## src/rtl/mctrl_pkg.sv

```systemverilog
// Shared types and encodings for the multi-cycle MIPS-subset controller.
// Consumers: mctrl_decode, multicycle_ctrl (perf counters gated by MCTRL_PERF_EN).
package mctrl_pkg;

  typedef enum logic [3:0] {
    S_FETCH  = 4'd0,
    S_DECODE = 4'd1,
    S_MEMADR = 4'd2,
    S_MEMRD  = 4'd3,
    S_MEMWB  = 4'd4,
    S_MEMWR  = 4'd5,
    S_EXEC_R = 4'd6,
    S_RWB    = 4'd7,
    S_EXEC_I = 4'd8,
    S_IWB    = 4'd9,
    S_BRANCH = 4'd10,
    S_JUMP   = 4'd11,
    S_JR     = 4'd12,
    S_TRAP   = 4'd13
  } state_t;

  typedef enum logic [3:0] {
    CLS_R, CLS_JR, CLS_LW, CLS_SW, CLS_BR,
    CLS_IMM, CLS_LUI, CLS_J, CLS_JAL, CLS_ILL
  } cls_t;

  localparam logic [5:0] OP_RTYPE = 6'h00;
  localparam logic [5:0] OP_J     = 6'h02;
  localparam logic [5:0] OP_JAL   = 6'h03;
  localparam logic [5:0] OP_BEQ   = 6'h04;
  localparam logic [5:0] OP_BNE   = 6'h05;
  localparam logic [5:0] OP_ADDI  = 6'h08;
  localparam logic [5:0] OP_SLTI  = 6'h0A;
  localparam logic [5:0] OP_ANDI  = 6'h0C;
  localparam logic [5:0] OP_ORI   = 6'h0D;
  localparam logic [5:0] OP_LUI   = 6'h0F;
  localparam logic [5:0] OP_LW    = 6'h23;
  localparam logic [5:0] OP_SW    = 6'h2B;

  localparam logic [5:0] FN_JR  = 6'h08;
  localparam logic [5:0] FN_ADD = 6'h20;
  localparam logic [5:0] FN_SUB = 6'h22;
  localparam logic [5:0] FN_AND = 6'h24;
  localparam logic [5:0] FN_OR  = 6'h25;
  localparam logic [5:0] FN_SLT = 6'h2A;

  localparam logic [1:0] ALUB_REGB  = 2'd0;
  localparam logic [1:0] ALUB_FOUR  = 2'd1;
  localparam logic [1:0] ALUB_IMM   = 2'd2;
  localparam logic [1:0] ALUB_IMMSH = 2'd3;

  localparam logic [1:0] REGDST_RT = 2'd0;
  localparam logic [1:0] REGDST_RD = 2'd1;
  localparam logic [1:0] REGDST_RA = 2'd2;

  localparam logic [1:0] M2R_ALUOUT = 2'd0;
  localparam logic [1:0] M2R_MDR    = 2'd1;
  localparam logic [1:0] M2R_PC     = 2'd2;
  localparam logic [1:0] M2R_LUI    = 2'd3;

  localparam logic [1:0] PCSRC_ALU    = 2'd0;
  localparam logic [1:0] PCSRC_ALUOUT = 2'd1;
  localparam logic [1:0] PCSRC_JUMP   = 2'd2;
  localparam logic [1:0] PCSRC_REGA   = 2'd3;

  localparam logic [1:0] ALUOP_ADD   = 2'd0;
  localparam logic [1:0] ALUOP_SUB   = 2'd1;
  localparam logic [1:0] ALUOP_FUNCT = 2'd2;
  localparam logic [1:0] ALUOP_IMM   = 2'd3;

endpackage

```

## src/rtl/mctrl_decode.sv

```systemverilog
// Combinational opcode/funct to instruction-class mapping.
module mctrl_decode
  import mctrl_pkg::*;
(
  input  logic [5:0] opcode,
  input  logic [5:0] funct,
  output cls_t       cls
);

  always_comb begin
    cls = CLS_ILL;
    case (opcode)
      OP_RTYPE: begin
        case (funct)
          FN_JR:                                    cls = CLS_JR;
          FN_ADD, FN_SUB, FN_AND, FN_OR, FN_SLT:    cls = CLS_R;
          default:                                  cls = CLS_ILL;
        endcase
      end
      OP_LW:                                cls = CLS_LW;
      OP_SW:                                cls = CLS_SW;
      OP_BEQ, OP_BNE:                       cls = CLS_BR;
      OP_ADDI, OP_SLTI, OP_ANDI, OP_ORI:    cls = CLS_IMM;
      OP_LUI:                               cls = CLS_LUI;
      OP_J:                                 cls = CLS_J;
      OP_JAL:                               cls = CLS_JAL;
      default:                              cls = CLS_ILL;
    endcase
  end

endmodule

```

## src/rtl/multicycle_ctrl.sv

```systemverilog
// Multi-cycle main controller FSM; define MCTRL_PERF_EN to add cycle/instret counters.
module multicycle_ctrl
  import mctrl_pkg::*;
(
  input  logic       clk,
  input  logic       rst,
  input  logic [5:0] opcode,
  input  logic [5:0] funct,
  input  logic       zero,
  input  logic       mem_ready,
  output logic       pc_we,
  output logic       ir_we,
  output logic       reg_we,
  output logic       mem_rd,
  output logic       mem_wr,
  output logic       iord,
  output logic       alu_src_a,
  output logic [1:0] alu_src_b,
  output logic [1:0] reg_dst,
  output logic [1:0] mem_to_reg,
  output logic [1:0] pc_src,
  output logic [1:0] alu_op,
  output logic       illegal,
  output logic [3:0] state_o
`ifdef MCTRL_PERF_EN
  ,
  output logic [31:0] cycle_cnt,
  output logic [31:0] instret_cnt
`endif
);

  state_t state, state_next;
  cls_t   cls;

  mctrl_decode u_decode (
    .opcode (opcode),
    .funct  (funct),
    .cls    (cls)
  );

  always_ff @(posedge clk) begin
    if (rst) state <= S_FETCH;
    else     state <= state_next;
  end

  assign state_o = state;

  // Memory handshake: an access is presented (mem_rd/mem_wr) for as long as
  // the FSM sits in FETCH/MEMRD/MEMWR; it completes on the edge where
  // mem_ready=1, and mem_ready is don't-care in every other state.
  always_comb begin
    state_next = state;
    pc_we      = 1'b0;
    ir_we      = 1'b0;
    reg_we     = 1'b0;
    mem_rd     = 1'b0;
    mem_wr     = 1'b0;
    iord       = 1'b0;
    alu_src_a  = 1'b0;
    alu_src_b  = ALUB_REGB;
    reg_dst    = REGDST_RT;
    mem_to_reg = M2R_ALUOUT;
    pc_src     = PCSRC_ALU;
    alu_op     = ALUOP_ADD;
    illegal    = 1'b0;
    case (state)
      S_FETCH: begin
        mem_rd    = 1'b1;
        alu_src_b = ALUB_FOUR;
        ir_we     = mem_ready;
        pc_we     = mem_ready;
        if (mem_ready) state_next = S_DECODE;
      end
      S_DECODE: begin
        alu_src_b = ALUB_IMMSH;
        case (cls)
          CLS_R:           state_next = S_EXEC_R;
          CLS_JR:          state_next = S_JR;
          CLS_LW, CLS_SW:  state_next = S_MEMADR;
          CLS_BR:          state_next = S_BRANCH;
          CLS_IMM, CLS_LUI: state_next = S_EXEC_I;
          CLS_J, CLS_JAL:  state_next = S_JUMP;
          default:         state_next = S_TRAP;
        endcase
      end
      S_MEMADR: begin
        alu_src_a  = 1'b1;
        alu_src_b  = ALUB_IMM;
        state_next = (cls == CLS_SW) ? S_MEMWR : S_MEMRD;
      end
      S_MEMRD: begin
        mem_rd = 1'b1;
        iord   = 1'b1;
        if (mem_ready) state_next = S_MEMWB;
      end
      S_MEMWB: begin
        reg_we     = 1'b1;
        mem_to_reg = M2R_MDR;
        state_next = S_FETCH;
      end
      S_MEMWR: begin
        mem_wr = 1'b1;
        iord   = 1'b1;
        if (mem_ready) state_next = S_FETCH;
      end
      S_EXEC_R: begin
        alu_src_a  = 1'b1;
        alu_op     = ALUOP_FUNCT;
        state_next = S_RWB;
      end
      S_RWB: begin
        reg_we     = 1'b1;
        reg_dst    = REGDST_RD;
        state_next = S_FETCH;
      end
      S_EXEC_I: begin
        alu_src_a  = 1'b1;
        alu_src_b  = ALUB_IMM;
        alu_op     = ALUOP_IMM;
        state_next = S_IWB;
      end
      S_IWB: begin
        reg_we     = 1'b1;
        mem_to_reg = (cls == CLS_LUI) ? M2R_LUI : M2R_ALUOUT;
        state_next = S_FETCH;
      end
      S_BRANCH: begin
        alu_src_a  = 1'b1;
        alu_op     = ALUOP_SUB;
        pc_src     = PCSRC_ALUOUT;
        pc_we      = (opcode == OP_BNE) ? ~zero : zero;
        state_next = S_FETCH;
      end
      S_JUMP: begin
        pc_src = PCSRC_JUMP;
        pc_we  = 1'b1;
        if (cls == CLS_JAL) begin
          reg_we     = 1'b1;
          reg_dst    = REGDST_RA;
          mem_to_reg = M2R_PC;
        end
        state_next = S_FETCH;
      end
      S_JR: begin
        pc_src     = PCSRC_REGA;
        pc_we      = 1'b1;
        state_next = S_FETCH;
      end
      S_TRAP: begin
        illegal = 1'b1;
      end
      default: state_next = S_TRAP;
    endcase

    // Reset abandons any in-flight access and suppresses every strobe.
    if (rst) begin
      pc_we      = 1'b0;
      ir_we      = 1'b0;
      reg_we     = 1'b0;
      mem_rd     = 1'b0;
      mem_wr     = 1'b0;
      iord       = 1'b0;
      alu_src_a  = 1'b0;
      alu_src_b  = ALUB_REGB;
      reg_dst    = REGDST_RT;
      mem_to_reg = M2R_ALUOUT;
      pc_src     = PCSRC_ALU;
      alu_op     = ALUOP_ADD;
      illegal    = 1'b0;
    end
  end

`ifdef MCTRL_PERF_EN
  // An instruction retires when a non-FETCH, non-TRAP state hands back to FETCH.
  always_ff @(posedge clk) begin
    if (rst) begin
      cycle_cnt   <= 32'd0;
      instret_cnt <= 32'd0;
    end else begin
      cycle_cnt <= cycle_cnt + 32'd1;
      if (state != S_FETCH && state != S_TRAP && state_next == S_FETCH)
        instret_cnt <= instret_cnt + 32'd1;
    end
  end
`endif

endmodule

```

## config.mk

```make
export PLATFORM = sky130hd
export DESIGN_NAME = multicycle_ctrl
export DESIGN_NICKNAME = d
export VERILOG_FILES = /design/src/rtl/mctrl_pkg.sv /design/src/rtl/mctrl_decode.sv /design/src/rtl/multicycle_ctrl.sv
export SDC_FILE = /design/constraint.sdc
export NUM_CORES = 1
export LEC_CHECK = 0
export BUFFER_PORTS_ARGS = -buffer_cell sky130_fd_sc_hd__buf_2
export CAP_MARGIN = 20
export CORE_AREA = 2 2 50 52
export CTS_CLUSTER_DIAMETER = 120
export DETAILED_ROUTE_END_ITERATION = 8
export DIE_AREA = 0 0 52 54
export PLACE_DENSITY = 0.73
export SLEW_MARGIN = 20
export SYNTH_ARGS = -nofsm -noshare
export SYNTH_HDL_FRONTEND = slang
export SYNTH_SLANG_ARGS = --single-unit
```

## constraint.sdc

```tcl
create_clock -name clk -period 2.9 [get_ports clk]
set_clock_uncertainty 0.2 [all_clocks]
set_input_delay 0.29 -clock clk [delete_from_list [all_inputs] [get_ports clk]]
set_output_delay 0.29 -clock clk [all_outputs]
set_load 0.02 [all_outputs]
```

Word level (Yosys, flattened, before mapping) --
Memories as Yosys holds them, arrays and structs flattened. Index checks and enable logic that the tools add are counted.
Operators by class: mux-type cells 37, equality and inequality tests 36, bitwise logic cells 2, reductions and logical operators 13
Operators with widths (count):
- 6-bit == test, second input constant | 7
- 6-bit by 4-bit == test with 1-bit output, second input constant | 6
- 4-bit one-hot mux with 9 select lines | 1
- 4-bit one-hot mux with 8 select lines | 1
- 4-bit == test, second input constant | 7
- 2-bit one-hot mux with 3 select lines | 4
- 4-bit by 3-bit == test with 1-bit output, second input constant | 5
- 1-bit 2-to-1 mux | 16
- 2-bit 2-to-1 mux | 7
- 4-bit by 2-bit == test with 1-bit output, second input constant | 3
- 6-bit by 2-bit == test with 1-bit output, second input constant | 2
- 6-bit by 3-bit == test with 1-bit output, second input constant | 2
- 4-bit 2-to-1 mux | 3
- 2-bit OR reduction | 5
- 4-bit one-hot mux with 2 select lines | 1
- 4-bit OR reduction | 2
- 6-bit zero test | 1
- 2-bit inequality test, second input constant | 3
- 6-bit OR reduction | 1
- 5-bit OR reduction | 1
- 4-bit by 1-bit == test with 1-bit output, second input constant | 1
- 4-bit zero test | 1
- 2-bit one-hot mux with 2 select lines | 1
- 4-bit AND reduction | 1
- 5 further kinds | 6
Word-level totals: memories 1, register bits 4, memory bits (read-only) 64, output and inout port bits 22
Memory list:
- (no name shown) | words 16, width 4, read ports 1, clocked after memory_dff 0, write ports 0, line multicycle_ctrl.sv:76 | case (cls)

Depth between registers and ports, before layout --
Gate-level depths: netlist of the first run.
depth in word-level cells 8, mapped depth 11, gate-level depth less buffers 11

Hierarchy --
From an unflattened synthesis of the first run, not the netlist that was laid out.
Unflattened totals: cells, all modules 154, area total of the unflattened synthesis 1027.2 um^2
Modules (own cells, without submodules):
- multicycle_ctrl | cells an instance 118, seq. area each 80.1 um^2, area an instance 792.0 um^2, times used 1
- mctrl_decode | cells an instance 36, seq. area each 0.0 um^2, area an instance 235.2 um^2, times used 1

Worst setup path before layout of the first run --
No wires, ideal clock.
path type input to output, start point input port opcode[5], end point output port reg_dst[1], setup slack 0.079 ns, data arrival time 2.331 ns, buffers on the path 1, data required time 2.410 ns, cell stages on the path 9, path through buf_2 > nor2b_1 > mux2_2 > o31ai_4 > o21a_1 > ha_1 > nand2_1 > a2111oi_0 > and2_1
Between the ends: cells in the longest elaborated chain, start to end 7, elaborated cells between the ends (all ways) 19, classes of those cells eq/ne: 12; mux: 4; reduce/logical: 3
Ends and longest elaborated chain:
- start, declared | line multicycle_ctrl.sv:7 | input logic [5:0] opcode,
- 6-bit by 4-bit == test with 1-bit output or 6-bit by 3-bit == test with 1-bit output (tied branches) | line mctrl_decode.sv:12 | case (opcode)
- 4-bit OR reduction or 2-bit OR reduction (tied branches) | line mctrl_decode.sv:12
- 4-bit one-hot mux with 8 select lines (*) | line mctrl_decode.sv:12
- 4-bit == test (*) | line multicycle_ctrl.sv:137 | if (cls == CLS_JAL) begin
- 2-bit 2-to-1 mux (*) | line multicycle_ctrl.sv:137
- 2-bit one-hot mux with 2 select lines (*) | line multicycle_ctrl.sv:66 | case (state)
- 2-bit 2-to-1 mux (*) | line multicycle_ctrl.sv:156 | if (rst) begin
- end, declared | line multicycle_ctrl.sv:19 | output logic [1:0] reg_dst,
Every way passes the cells marked *; elsewhere a longest branch is shown, timed or not.

Worst setup path after layout of the first run --
start point input port opcode[3], end point output port reg_dst[1]
The elaborated chain is that of the path after synthesis.

==> out/metrics.cfg, run 1 <==
[run_status]
status=completed

[synth]
synthFlopType=dfxtp_1
async_flop_share=0
synth_cell_type_count=48
ys_ff_latch=4
avgSynthCellArea_um2=6.495
synth_fp_nets=172
syn-cell-area_um2=987.2
ys_warn_count=0
synth_sequential_area_ratio=0.08112
synth_edf_count=0
syn-instance-count=152

[detailed_routing]
postRouteAntennaNets=0
drtIter0Drc=58
wl_per_cell_um=13.77
finalWirelength_mm=3.002
routed_via_density=5.995
drt-pass1-iter-count=4
drc=0
vias=1307

[power_and_ir_drop]
peakVddDrop_v=0.0003428
cellPowerDensity_nw_per_um2=635.6
p_leak_nw=0.5412

[timing]
hold_violations=0
fin_setup_tns_ns=0
timing.final.crit_share=0.9467
slew_viol_final=0
slew_headroom=0.5863
rsz0062_at_grt=no
fmax_ghz=0.3643
worstMarginPinSlew_ns=0.6198
period_minus_slack_ns=2.745
setup_viol=0

[critical_path]
timing.critical_path.mode_cell=buf_2
cp_max_fo=3
crit_type=primary input to primary output
arrival_ns=2.26
critPathTopFamily=compound AO/OA/AOI/OAI gates
cp-start-kind=primary input
worst_setup_path_end_kind=primary output
crit_path_max_incr_delay_ns=0.38
cp_slowest_cell=mux2_2
path_buf_inv=2
cp_data_required_time_ns=2.41
worstPathCellList=buf_2 > nor2b_2 > mux2_2 > o31ai_4 > o21a_1 > ha_1 > nand2_1 > a2111oi_4 > and2_1 > buf_2

[die]
initial_core_util=0.4256
pin_count=38
core_um2=2320
die_h_um=54
num_rows=18
die_area_um2=2808
die_w_um=52

[place]
portBuffers=37
place_area_um2=1216
place.gp.congestion=0.9196
dpl.hpwl_mm=2.295

[layout]
n_antenna_cell=0
finalNetCount=210
fin_area_um2=1266
largest_reg_flops=4
drive_gt1_frac=0.3191
area_growth_pct=28.26

[clock_network]
numCtsBuffers=3
cts_sinks=4
cts.htree.levels=1
holdBufCountCts=0
root_buffer=clkbuf_4
path_clk_slew_ns=0.03
cts_tree=done
clk_latency_ns=0.23
cts_buffer_depth=2

[global_routing]
grt_pass1_vias=1056
grt_pass1_wl_mm=4.581
grt_max_degree=20
grt_use_total=0.2112
overflow=0
antenna_found_initial=0

[min_path]
min_path_type=primary input to flip-flop

[run]
maxCapViolCount=0

[metrics by stage]
stage	hold slack (ns)	util	setup WS, ns	std cells	power, W
floorplan	0.1731	-	0.07914	152	0.0005603
global placement	0.4682	0.5243	0.04054	215	0.0007164
detailed placement	0.4667	0.5243	-0.05426	215	0.0007234
CTS	0.2227	0.5367	0.06581	218	0.0007969
global route	0.2443	0.5458	0.01475	218	0.0008721
finish	0.2420	0.5458	0.1547	218	0.0008049
[cell families after synthesis]
family | count (synthesis) | share of synthesized area
AOI/OAI and AO/OA | 47 | 0.3397
and+or+nand+nor | 72 | 0.3802
muxes | 3 | 0.03169
buffers and inverters | 18 | 0.08111
xor gates and xnor gates | 4 | 0.03548
adders and majority gates | 4 | 0.05070
DFF | 4 | 0.08112
[layer usage]
layer  GRT usage  routed length (um)  up-vias
met5           0                   0        -
met4     0.04825                   5        0
met3     0.01667                 199        2
met2      0.3819                1502       63
met1      0.2709                1294      607
li1            -                   -      635
[where the power goes]
group | internal (W) | switching (W)
combinational | 0.000225 | 0.000385
sequential | 0.0000760 | 0.0000524
clock | 0.0000461 | 0.0000206
total | 0.000347 | 0.000458
[cells in the final DEF, fill, tap and decap left out, types with 5 or more instances in the layout]
master	instances
a21oi_1	12
buf_4	9
buf_2	37
o21ai_0	10
nor2_1	17
nand2b_1	5
inv_1	5
nor3_1	12
nand2_1	15
o21a_1	5
[synth_stat cells, types with 2 or more instances]
library cell | number | area share
a2111oi_0 | 2 | 0.018
a21oi_1 | 12 | 0.061
a221oi_1 | 2 | 0.018
buf_2 | 7 | 0.035
clkbuf_1 | 4 | 0.015
dfxtp_1 | 4 | 0.081
ha_1 | 4 | 0.051
inv_1 | 5 | 0.019
mux2i_1 | 2 | 0.020
nand2_1 | 15 | 0.057
nand2b_1 | 5 | 0.032
nand4b_1 | 3 | 0.027
nor2_1 | 17 | 0.065
nor2b_1 | 4 | 0.025
nor3_1 | 12 | 0.061
o211ai_1 | 3 | 0.023
o21a_1 | 5 | 0.038
o21ai_0 | 10 | 0.051
or3_1 | 3 | 0.019
or4_1 | 2 | 0.015
xnor2_1 | 4 | 0.035
[worst paths after layout]
kind	from	end	slack, ns	cells after the start
setup reg to reg	state_o[2]	state_o[2]	0.69	5
setup / recovery	opcode[3]	reg_dst[1]	0.15	10
hold / removal	rst	state_o[2]	0.24	2
hold reg to reg	state_o[3]	state_o[3]	0.59	3
[area by class of cell]
class                           instances  area (um^2)
Clock buffer                            3        22.52
Fill cell                             228         1054
Inverter                                5        18.77
Multi-Input combinational cell        130        854.6
Sequential cell                         4        80.08
Tap cell                               30        37.54
Timing Repair Buffer                   46        252.7
[timing repair]
action | in CTS | in global routing
pin swaps | 0 | 3
gates resized for setup | 2 | 3
setup endpoints to repair | 2 | 2
setup buffers | 0 | 0
(Power assumes the default switching activity.)
==> run 2: changes to the inputs <==
--- a/config.mk
+++ b/config.mk
@@ -6,11 +6,10 @@
 export NUM_CORES = 1
 export LEC_CHECK = 0
 export BUFFER_PORTS_ARGS = -buffer_cell sky130_fd_sc_hd__buf_2
-export CAP_MARGIN = 20
-export CORE_AREA = 2 2 50 52
+export CORE_AREA = 2 2 51 53
 export CTS_CLUSTER_DIAMETER = 120
 export DETAILED_ROUTE_END_ITERATION = 8
-export DIE_AREA = 0 0 52 54
+export DIE_AREA = 0 0 53 55
 export PLACE_DENSITY = 0.73
 export SLEW_MARGIN = 20
 export SYNTH_ARGS = -nofsm -noshare
==> constraint.sdc (replaced) <==
create_clock -name clk -period 2.21 [get_ports clk]
set_clock_uncertainty 0.2 [all_clocks]
set_input_delay 0.221 -clock clk [delete_from_list [all_inputs] [get_ports clk]]
set_output_delay 0.221 -clock clk [all_outputs]
set_load 0.02 [all_outputs]
==> run 2 against run 1 <==
Die area grew 3.8%. Utilization grew 12 points. Critical path type unchanged. Largest cell class unchanged. Combinational power grew 55%. First-iteration DRC count grew 16%. Register-to-register slack lost 0.44 ns. Highest routed layer unchanged. Via count grew 4.5%. The flow now finishes with violations (negative setup slack). Clock power grew 31%.
==> out/metrics.cfg, run 2 (synthesized netlist as in run 1, its figures left out) <==
[run_status]
status=finished, violations left  ; was completed
violations=negative setup slack

[detailed_routing]
drc=0  ; unchanged
wl_per_cell_um=13.35  ; was 13.77 um
routed_via_density=5.645  ; was 5.995
drtIter0Drc=67  ; was 58
drt-pass1-iter-count=4  ; unchanged
vias=1366  ; was 1307
postRouteAntennaNets=0  ; unchanged
finalWirelength_mm=3.231  ; was 3.002 mm

[die]
core_um2=2365  ; was 2320 um^2
num_rows=18  ; unchanged
initial_core_util=0.4175  ; was 0.4256
die_w_um=53  ; was 52 um
die_h_um=55  ; was 54 um
die_area_um2=2915  ; was 2808 um^2
pin_count=38  ; unchanged

[place]
place.gp.congestion=0.9775  ; was 0.9196
post-place-ws_ns=-0.3441  ; was -0.05426 ns
dpl.hpwl_mm=2.532  ; was 2.295 mm
dp.cells=234  ; was 215
portBuffers=37  ; unchanged

[power_and_ir_drop]
p_leak_nw=0.6979  ; was 0.5412 nW
cellPowerDensity_nw_per_um2=759.9  ; was 635.6 nW/um^2
peakVddDrop_v=0.0006042  ; was 0.0003428 V
power_w=0.001193  ; was 0.0008049 W

[layout]
area_growth_pct=59.06  ; was 28.26%
final_cell_count_no_fill=242  ; was 218
layout.cells.most_common=buf_4  ; was buf_2
n_antenna_cell=0  ; unchanged
drive_gt1_frac=0.4575  ; was 0.3191
num-fill-cells=197  ; was 228
finalNetCount=234  ; was 210
final_cell_mix=buf_4, buf_2, nor2_1  ; was buf_2, nor2_1, nand2_1
largest_reg_flops=4  ; unchanged

[critical_path]
arrival_ns=1.97  ; was 2.26 ns
cp_max_fo=2  ; was 3
cp_data_required_time_ns=1.79  ; was 2.41 ns
critPathLaunch=funct[1]  ; was opcode[3]
worst_setup_path_end_kind=primary output  ; unchanged
crit-reg2reg-launch=state_o[0]  ; was state_o[2]
cp-start-kind=primary input  ; unchanged
crit_type=primary input to primary output  ; unchanged

[clock_network]
clk_latency_ns=0.23  ; about the same
holdBufCountCts=0  ; unchanged
cts_tree=done  ; unchanged
numCtsBuffers=3  ; unchanged
cts_sinks=4  ; unchanged
cts.htree.levels=1  ; unchanged
cts_buffer_depth=2  ; unchanged
root_buffer=clkbuf_4  ; unchanged
path_clk_slew_ns=0.04  ; was 0.03 ns

[global_routing]
antenna_found_initial=0  ; unchanged
grt_use_total=0.2199  ; was 0.2112
grt_max_degree=16  ; was 20
overflow=0  ; unchanged
grt_pass1_vias=1109  ; was 1056
grt_pass1_wl_mm=4.933  ; was 4.581 mm

[run]
maxCapViolCount=0  ; unchanged

[timing]
fmax_ghz=0.4185
worstMarginPinSlew_ns=0.4364  ; was 0.6198 ns
setup_viol=5  ; was 0
period_minus_slack_ns=2.390
hold_violations=0  ; unchanged
timing.final.crit_share=1.081
fin_setup_tns_ns=-0.8499  ; was 0 ns
slew_viol_final=0  ; unchanged
rsz0062_at_grt=yes  ; was no
timing.final.ws_setup_ns=-0.1796  ; was 0.1547 ns
slew_headroom=0.7054  ; was 0.5863

[min_path]
worstHoldStart=mem_ready  ; was rst
min_path_type=primary input to flip-flop  ; unchanged

## run 2: worst max-delay path, stage by stage
cell       delay, ns
buf_2           0.11
nand2b_4        0.13
nand4b_1        0.13
nor2_2          0.05
o31ai_2         0.20
a2bb2oi_2       0.09
o21a_1          0.19
buf_4           0.13
ha_1            0.19
and4_1          0.18
o21a_2          0.19
buf_2           0.15
## run 2: routing by layer
| layer | routed length, um | GRT usage |
|---|---|---|
| met3 | 227 | 0.01613 |
| met4 | 30 | 0.05556 |
| met2 | 1657 | 0.4021 |
| met5 | 0 | 0 |
| met1 | 1316 | 0.2802 |
## run 2: report_power, final
part | total [W] | switching (W) | internal, W | leakage [nW]
clock network | 0.0000871 | 0.0000265 | 0.0000605 | 0.0138
registers | 0.000159 | 0.0000591 | 0.0000998 | 0.0329
logic | 0.000947 | 0.000560 | 0.000387 | 0.651
## run 2: cell type report
type,instances,area [um^2],share of cell area
Clock buffer,3,22.52,0.01434
Inverter,5,18.77,0.01195
Timing Repair Buffer,70,483.0,0.3076
Multi-Input combinational cell,130,928.4,0.5912
Sequential cell,4,80.08,0.05100
Tap cell,30,37.54,0.02390
## run 2: path summary, 6_finish.rpt
check / slack (ns) / depth (start not counted) / endpoint
max: -0.18 / 12 / mem_to_reg[0]
min: 0.16 / 3 / state_o[2]
max reg2reg: 0.25 / 5 / state_o[2]
min reg2reg: 0.59 / 2 / state_o[0]
## run 2: timing repair
item,in CTS,in global routing
setup buffers,4,1
pin swaps,8,4
setup endpoints to repair,5,7
hold endpoints to repair,0,0
resized for setup,14,8
## run 2: metrics by stage
step             util  hold slack (ns)  instance area (um^2)
4_1_cts        0.6471           0.1566                  1530
6_report       0.6640           0.1639                  1570
5_1_grt        0.6640           0.1976                  1570
3_5_place_dp   0.6011           0.3971                  1421
2_1_floorplan       -           0.1041                  1074
3_3_place_gp   0.6011           0.4068                  1421
==> run 3: changes to the inputs <==
--- a/config.mk
+++ b/config.mk
@@ -10,7 +10,7 @@
 export CTS_CLUSTER_DIAMETER = 120
 export DETAILED_ROUTE_END_ITERATION = 8
 export DIE_AREA = 0 0 53 55
-export PLACE_DENSITY = 0.73
+export PLACE_DENSITY_LB_ADDON = 0.15
 export SLEW_MARGIN = 20
 export SYNTH_ARGS = -nofsm -noshare
 export SYNTH_HDL_FRONTEND = slang
==> run 3 against run 2 <==
Combinational power grew 4.8%. Via count is 2.5% higher. The flow still finishes with violations (negative setup slack). Highest routed layer unchanged. Fmax decreased by 2.0%. Flip-flop and latch count stayed put. Worst hold slack gained 0.0072 ns. Register-to-register slack improved by 0.04 ns.
==> out/metrics.cfg, run 3 (synthesized netlist as in run 1, its figures left out) <==
[critical_path]
crit-reg2reg-launch=state_o[2]  ; was state_o[0]
r2r_end=state_o[2]  ; unchanged
crit_path_max_incr_delay_ns=0.32  ; was 0.20 ns
cp_slowest_cell=mux2_4  ; was o31ai_2
worstPathCellList=buf_8 > nor2b_4 > mux2_4 > o31ai_4 > o21a_1 > ha_2 > nand2_4 > a2111oi_4 > o21a_2 > buf_6  ; was buf_2 > nand2b_4 > nand4b_1 > nor2_2 > o31ai_2 > a2bb2oi_2 > o21a_1 > buf_4 > ha_1 > and4_1 > o21a_2 > buf_2
reg2reg_slack_ns=0.29  ; was 0.25 ns
arrival_ns=2.02  ; was 1.97 ns
cp_max_fo=3  ; was 2
path_buf_inv=2  ; was 3
critical_path_cell_count=10  ; was 12
r2r_cells=5  ; unchanged
cp_data_required_time_ns=1.79  ; about the same
cp-start-kind=primary input  ; unchanged
critPathTopFamily=compound AO/OA/AOI/OAI gates  ; unchanged
crit_type=primary input to primary output  ; unchanged
worst_setup_path_end_kind=primary output  ; unchanged

[clock_network]
path_clk_slew_ns=0.04  ; about the same
cts_buffer_depth=2  ; unchanged
clk_latency_ns=0.25  ; was 0.23 ns
cts_sinks=4  ; unchanged
holdBufCountCts=0  ; unchanged
numCtsBuffers=3  ; unchanged
cts_tree=done  ; unchanged
cts.htree.levels=1  ; unchanged
root_buffer=clkbuf_4  ; unchanged

[die]
pin_count=38  ; unchanged
die_h_um=55  ; unchanged
initial_core_util=0.4175  ; unchanged
num_rows=18  ; unchanged
core_um2=2365  ; unchanged
die_area_um2=2915  ; unchanged
die_w_um=53  ; unchanged

[timing]
timing.final.ws_setup_ns=-0.2296  ; was -0.1796 ns
slew_viol_final=0  ; unchanged
whs_ns=0.1711  ; was 0.1639 ns
hold_violations=0  ; unchanged
fmax_ghz=0.4099  ; was 0.4185 GHz
setup_viol=6  ; was 5
rsz0062_at_grt=yes  ; unchanged
period_minus_slack_ns=2.440  ; was 2.390 ns
slew_headroom=0.7062  ; was 0.7054
timing.final.crit_share=1.104  ; was 1.081
worstMarginPinSlew_ns=0.4351  ; was 0.4364 ns

[min_path]
min_to=state_o[2]  ; unchanged
holdPathStages=3  ; unchanged
worstHoldStart=mem_ready  ; unchanged
min_path_type=primary input to flip-flop  ; unchanged

[detailed_routing]
drtIter0Drc=25  ; was 67
wl_per_cell_um=14.52  ; was 13.35 um
drt-met1-wl_mm=1.422  ; was 1.316 mm
route.met2.wl_mm=2.008  ; was 1.657 mm
topRoutingLayerUsed=met4  ; unchanged
vias=1400  ; was 1366
finalWirelength_mm=3.615  ; was 3.231 mm
routed_via_density=5.622  ; was 5.645
dr_wl_met3_um=130  ; was 227 um
postRouteAntennaNets=0  ; unchanged
drc=0  ; unchanged
drt-pass1-iter-count=4  ; unchanged

[layout]
num-fill-cells=201  ; was 197
final_cell_count_no_fill=249  ; was 242
area_growth_pct=69.84  ; was 59.06%
n_antenna_cell=0  ; unchanged
largest_reg_flops=4  ; unchanged
finalNetCount=241  ; was 234
fin_util=0.7090  ; was 0.6640
layout.cells.most_common=buf_4  ; unchanged
final_cell_mix=buf_4, buf_2, nor2_1  ; unchanged
drive_gt1_frac=0.4886  ; was 0.4575
fin_area_um2=1677  ; was 1570 um^2

[power_and_ir_drop]
cellPowerDensity_nw_per_um2=743.7  ; was 759.9 nW/um^2
p_leak_nw=0.7460  ; was 0.6979 nW
peakVddDrop_v=0.0004840  ; was 0.0006042 V

[place]
portBuffers=37  ; unchanged
place.gp.congestion=0.8915  ; was 0.9775
place_area_um2=1449  ; was 1421 um^2
dpl.hpwl_mm=2.658  ; was 2.532 mm
dp.cells=236  ; was 234

[run_status]
violations=negative setup slack  ; unchanged
status=finished, violations left  ; unchanged

[run]
maxCapViolCount=0  ; unchanged

[global_routing]
grt_pass1_vias=1288  ; was 1109
antenna_found_initial=0  ; unchanged
grt_max_degree=16  ; unchanged
overflow=0  ; unchanged
grt_pass1_wl_mm=5.568  ; was 4.933 mm
grt_use_total=0.2593  ; was 0.2199

[run 3: worst max-delay path by stage]
stage / from / to
floorplan: opcode[5] / reg_dst[1]
global placement: funct[1] / state_o[2]
detailed placement: funct[1] / state_o[1]
CTS: funct[2] / mem_to_reg[1]
global route: opcode[3] / mem_to_reg[1]
finish: opcode[3] / mem_to_reg[1]
[run 3: layout make-up]
class	instances	area, um^2	area share
inverters	5	18.77	0.01119
flip-flops and latches	4	81.33	0.04851
clock buffers	3	22.52	0.01343
well taps	30	37.54	0.02239
multi-input cells	130	957.2	0.5709
repair buffers	77	559.3	0.3336
[run 3: timing repair]
item,in CTS,in global routing
setup endpoints to repair,7,9
pin swaps,8,5
buffers inserted,7,3
gates resized for setup,21,10
[run 3: worst min-delay path, stage by stage]
cell	delay, ns
buf_2	0.15
nor2_1	0.15
a211oi_2	0.04
[run 3: report_power, final]
part           internal (W)  switching, W  leakage [nW]   total, W
Clock             0.0000613     0.0000380        0.0138  0.0000992
Combinational      0.000404      0.000588         0.699   0.000992
Sequential         0.000100     0.0000549        0.0334   0.000155
Total              0.000566      0.000681         0.746    0.00125
[run 3: layer usage]
layer,track usage,vias up
met1,0.2721,653
met5,0,-
met4,0.1325,0
li1,-,698
met3,0.03763,7
met2,0.5021,42
[run 3: metrics by stage]
| stage | setup slack, ns | TNS, ns | total power (W) |
|---|---|---|---|
| 3_5_place_dp | -0.3757 | -2.076 | 0.001056 |
| 2_1_floorplan | -0.1599 | -0.7027 | 0.0007632 |
| 4_1_cts | -0.1794 | -0.9017 | 0.001192 |
| 5_1_grt | -0.3159 | -1.569 | 0.001346 |
| 6_report | -0.2296 | -0.9738 | 0.001247 |
| 3_3_place_gp | -0.2845 | -1.723 | 0.001040 |
